--- config.mk ---
export PLATFORM = sky130hd
export DESIGN_NAME = fifo_wr_arbiter
export DESIGN_NICKNAME = d
export VERILOG_FILES = /design/src/rtl/fifo_wr_arbiter.sv
export SDC_FILE = /design/constraint.sdc
export NUM_CORES = 1
export LEC_CHECK = 0
export ABC_AREA = 1
export BUFFER_PORTS_ARGS = -buffer_cell sky130_fd_sc_hd__buf_2
export CORE_MARGIN = 2
export CORE_UTILIZATION = 47
export CTS_CLUSTER_SIZE = 40
export DETAILED_ROUTE_END_ITERATION = 8
export PLACE_DENSITY = 0.79
export SYNTH_ARGS = -nofsm -noshare
export SYNTH_HDL_FRONTEND = slang
export SYNTH_SLANG_ARGS = --single-unit
--- constraint.sdc ---
create_clock -name clock -period 1.71 [get_ports clock]
set_input_delay 0.2565 -clock clock [delete_from_list [all_inputs] [get_ports clock]]
set_output_delay 0.2565 -clock clock [all_outputs]
set_load 0.005 [all_outputs]
--- src/rtl/fifo_wr_arbiter.sv ---
// Round-robin arbiter sharing one FIFO write port among NUM_REQ valid/ready producers.
// Optional per-requester beat counters are compiled in when FIFO_ARB_STATS_EN is defined.
module fifo_wr_arbiter #(
    parameter int NUM_REQ   = 4,
    parameter int DATA_W    = 8,
    parameter int MAX_BURST = 4
) (
    input  logic                      clock,
    input  logic                      reset,
    input  logic [NUM_REQ-1:0]        req_valid,
    input  logic [NUM_REQ*DATA_W-1:0] req_data,
    output logic [NUM_REQ-1:0]        req_ready,
    output logic [NUM_REQ-1:0]        grant,
    input  logic                      fifo_full,
    output logic                      fifo_wr,
    output logic [DATA_W-1:0]         fifo_data_in,
    output logic                      busy
`ifdef FIFO_ARB_STATS_EN
    ,
    input  logic [$clog2(NUM_REQ)-1:0] stat_sel,
    output logic [15:0]                stat_count
`endif
);

    localparam int IDX_W  = $clog2(NUM_REQ);
    localparam int BEAT_W = $clog2(MAX_BURST + 1);

    typedef enum logic {
        IDLE  = 1'b0,
        GRANT = 1'b1
    } state_t;

    state_t              state;
    logic [IDX_W-1:0]    owner;
    logic [IDX_W-1:0]    last;
    logic [BEAT_W-1:0]   beats;

    logic [IDX_W-1:0]    pick;
    logic [IDX_W-1:0]    cand;
    logic                pick_found;
    logic                owner_valid;
    logic [DATA_W-1:0]   owner_data;
    logic                burst_done;

    // Search starts just after the previous owner and wraps, so reset (last = NUM_REQ-1)
    // makes requester 0 the first winner.
    always_comb begin
        pick       = last;
        cand       = last;
        pick_found = 1'b0;
        for (int k = 1; k <= NUM_REQ; k++) begin
            cand = IDX_W'((int'(last) + k) % NUM_REQ);
            if (!pick_found && req_valid[cand]) begin
                pick       = cand;
                pick_found = 1'b1;
            end
        end
    end

    // Valid/ready: a word transfers on a rising edge where req_valid[i] and req_ready[i]
    // are both high; a producer keeps req_data stable while valid is high and ready is low.
    always_comb begin
        owner_valid  = req_valid[owner];
        owner_data   = req_data[owner*DATA_W +: DATA_W];
        req_ready    = grant & {NUM_REQ{~fifo_full}};
        fifo_wr      = busy & owner_valid & ~fifo_full;
        fifo_data_in = busy ? owner_data : '0;
        burst_done   = fifo_wr && (beats == BEAT_W'(MAX_BURST - 1));
    end

    // busy is the registered image of the GRANT state and doubles as the state probe.
    always_ff @(posedge clock or posedge reset) begin
        if (reset) begin
            state <= IDLE;
            owner <= '0;
            last  <= IDX_W'(NUM_REQ - 1);
            beats <= '0;
            grant <= '0;
            busy  <= 1'b0;
        end else begin
            case (state)
                IDLE: begin
                    if (pick_found) begin
                        owner <= pick;
                        grant <= NUM_REQ'(1) << pick;
                        beats <= '0;
                        busy  <= 1'b1;
                        state <= GRANT;
                    end
                end
                GRANT: begin
                    if (fifo_wr) begin
                        beats <= beats + 1'b1;
                    end
                    // A full FIFO stalls the owner but never ends its burst.
                    if (burst_done || !owner_valid) begin
                        state <= IDLE;
                        grant <= '0;
                        busy  <= 1'b0;
                        last  <= owner;
                    end
                end
                default: begin
                    state <= IDLE;
                    grant <= '0;
                    busy  <= 1'b0;
                end
            endcase
        end
    end

`ifdef FIFO_ARB_STATS_EN
    logic [15:0] stat_cnt [NUM_REQ];

    always_ff @(posedge clock or posedge reset) begin
        if (reset) begin
            for (int i = 0; i < NUM_REQ; i++) begin
                stat_cnt[i] <= '0;
            end
            stat_count <= '0;
        end else begin
            if (fifo_wr && (stat_cnt[owner] != 16'hFFFF)) begin
                stat_cnt[owner] <= stat_cnt[owner] + 16'd1;
            end
            stat_count <= (int'(stat_sel) < NUM_REQ) ? stat_cnt[stat_sel] : '0;
        end
    end
`endif

    a_grant_onehot: assert property (@(posedge clock) disable iff (reset) $onehot0(grant));
    a_wr_needs_grant: assert property (@(posedge clock) disable iff (reset) fifo_wr |-> busy);
    a_busy_matches_grant: assert property (@(posedge clock) disable iff (reset) busy == (grant != '0));

endmodule

==> flow_summary.ini <==
[setup_path]
crit_chain = buf_4, o21ai_4, nand2_2, nor2_4, buf_2
crit_path_end_kind = output pin
required_ns = 1.45
cp.arrival_ns = 1.40
worstSetupPathType = reg2out
cpPeakStageDelay_ns = 0.48
crit_path_max_fanout = 6
critPathLaunchType = flop
slowest_stage = dfrtp_2

[global_route]
busiest_layer = met2
grt_pass1_wl_um = 5271
grt_start_max_net_pins = 18
antenna_found_initial = 0
grt_usage_pct = 20.04
overflow = 0
use_met3_pct = 3.226
grt_pass1_vias = 1228
gr-usage-met2_pct = 35.22
use_met1_pct = 26.14

[die]
core_sq_um = 2686
die_w_um = 56.70
die_y_um = 56.70
dieArea_sq_um = 3214
initial_core_util_pct = 48.58
io-pin-count = 57
num_rows = 19

[timing]
finalSetupViolCount = 0
holdWs_ns = 0.4515
tns_ns = 0
drv_slew = 0
finalCritPeriodShare_pct = 96.91
skew_ns = 0.005637
hold_viol_final = 0
min_period_ns = 1.657
worst_pin_slew_ns = 0.4823
rsz0062_at_grt = yes
clock.fmax_mhz = 603.4
relSlewSlack_pct = 67.81

[place]
dp_hpwl_um = 2525
numPortBuffers = 56
placed_area_sq_um = 1619
gp_congestion = 0.8416

[worst_hold_path]
hold_class = in2reg

[synth]
syn_inst = 208
synthArstFlopShare_pct = 100.0
synth_top_cells_by_area = dfrtp_1, nand2_1, nor2_1
yosysTopAreaCell = dfrtp_1
yosysSeqAreaShare_pct = 25.12
yosysWarnings = 0
syn-cell-area_sq_um = 1305
syn_avg_cell_area_sq_um = 6.274
syn_nets = 249
synth_common_cells = nand2_1, nor2_1, nand3_1, o21ai_0, inv_1
yosysMostFrequentCell = nand2_1
yosysTopAreaCellShare_pct = 21.09
synth_edf_count = 0
synth_top_flop_cell = dfrtp_1
synth_cell_types = 23
ys_ff_latch = 13

[clock_tree]
clkSlewWorstSetupHoldPaths_ns = 0.08
root_buffer = clkbuf_4
clock_latency_ns = 0.28
cts_max_level = 1
cts_made_buffers = 3
clock-sinks = 13
cts_tree = built
clockBufferDepth = 2

[pwr]
power_mw = 3.479
p_per_area_nw_per_um2 = 1968
p_leak_nw = 0.9587
ir_drop_uv = 1267

[finish]
num-nets-final = 313
drive_above_1_share_pct = 40.59
diodes = 0
final_util_pct = 65.81
area_growth_pct = 35.47
nFillCells = 262
final_area_sq_um = 1768

[drt]
drt_wl_total_um = 3410
dr.pass1.iters = 4
wire_per_inst_um = 11.29
vias_per_cell = 5.000
drc = 0
vias = 1510
ant_nets = 0
drtIter0Drc = 68

[run_status]
status = completed

[flow_run]
maxCapViolations = 0
-- cell type report --
cell class | instances | area (sq um) | area share [%]
tap | 31 | 38.79 | 2.194
timing repair buffer | 66 | 372.9 | 21.09
multi-input combinational | 169 | 922.1 | 52.16
sequential | 13 | 329.1 | 18.61
inverter | 19 | 78.83 | 4.459
clock buffer | 4 | 26.28 | 1.486
-- sequential cells by signal, indices dropped and copies added (netlist names) --
name / count
last: 2
busy: 1
state: 1
beats: 3
owner: 2
grant: 4
-- final timing paths --
| check | endpoint | slack [ns] | start | cells past startpoint |
|---|---|---|---|---|
| setup / recovery | fifo_wr | 0.05 | owner[0]$_DFFE_PP0P_ | 5 |
| hold / removal | state$_DFF_PP0_ | 0.45 | fifo_full | 5 |
| setup reg to reg | grant[0]$_DFFE_PP0P_ | 0.06 | last[0]$_DFFE_PP1P_ | 10 |
| hold reg to reg | beats[0]$_DFFE_PP0P_ | 0.49 | beats[0]$_DFFE_PP0P_ | 1 |
| max in group asynchronous | last[0]$_DFFE_PP1P_ | 0.81 | reset | 3 |
| min in group asynchronous | grant[2]$_DFFE_PP0P_ | 0.54 | reset | 3 |
-- where the power goes --
part / internal (mW) / switching (mW) / leakage, nW
Sequential: 0.459 / 0.147 / 0.159
Clock: 0.0905 / 0.0966 / 0.0150
Combinational: 1.04 / 1.65 / 0.784
-- critical path, delay by kind of cell (launching register included) --
| family | cells | cell delay (ns) |
|---|---|---|
| buffers and inverters | 2 | 0.30 |
| AO/OA/AOI/OAI | 1 | 0.15 |
| flip-flops | 1 | 0.48 |
| AND/OR/NAND/NOR | 2 | 0.19 |
-- layer usage --
layer | vias to the layer above | routed length (um)
li1 | 789 | -
met1 | 667 | 1478
met2 | 50 | 1719
met3 | 4 | 173
met4 | 0 | 38
met5 | - | 0
-- cell usage in the layout (no fill, tap or decap), types with 5 or more instances in the layout --
| master | instances |
|---|---|
| buf_2 | 56 |
| a21oi_1 | 9 |
| o21ai_0 | 18 |
| dfrtp_1 | 10 |
| nor2_1 | 38 |
| nand3_1 | 19 |
| inv_1 | 12 |
| nand2_1 | 45 |
| nand2_2 | 17 |
| o21ai_1 | 5 |
| buf_4 | 5 |
-- timing repair --
item,in CTS,in global routing
endpoints found under the setup margin,9,15
pin swaps,0,7
gates cloned,0,1
hold buffers,1,0
buffers inserted,0,2
hold endpoints to repair,4,0
gates resized for setup,2,25
-- per-stage QoR --
stage               setup WS (ns)  cells
floorplan                  0.1900    208
global placement           0.1020    294
detailed placement        0.07000    294
CTS                       0.01374    299
global route             -0.03763    302
finish                    0.05281    302
-- kinds of logic (layout without fill, tap and decap cells) --
family / after synthesis / in the layout / synth area share (%)
buffers and inverters: 27 / 89 / 10.07
DFF: 13 / 13 / 25.12
and+or+nand+nor: 132 / 133 / 49.67
AOI/OAI and AO/OA: 34 / 34 / 13.23
adders and majority gates: 2 / 2 / 1.917
Power figures use the tool's default switching activity.
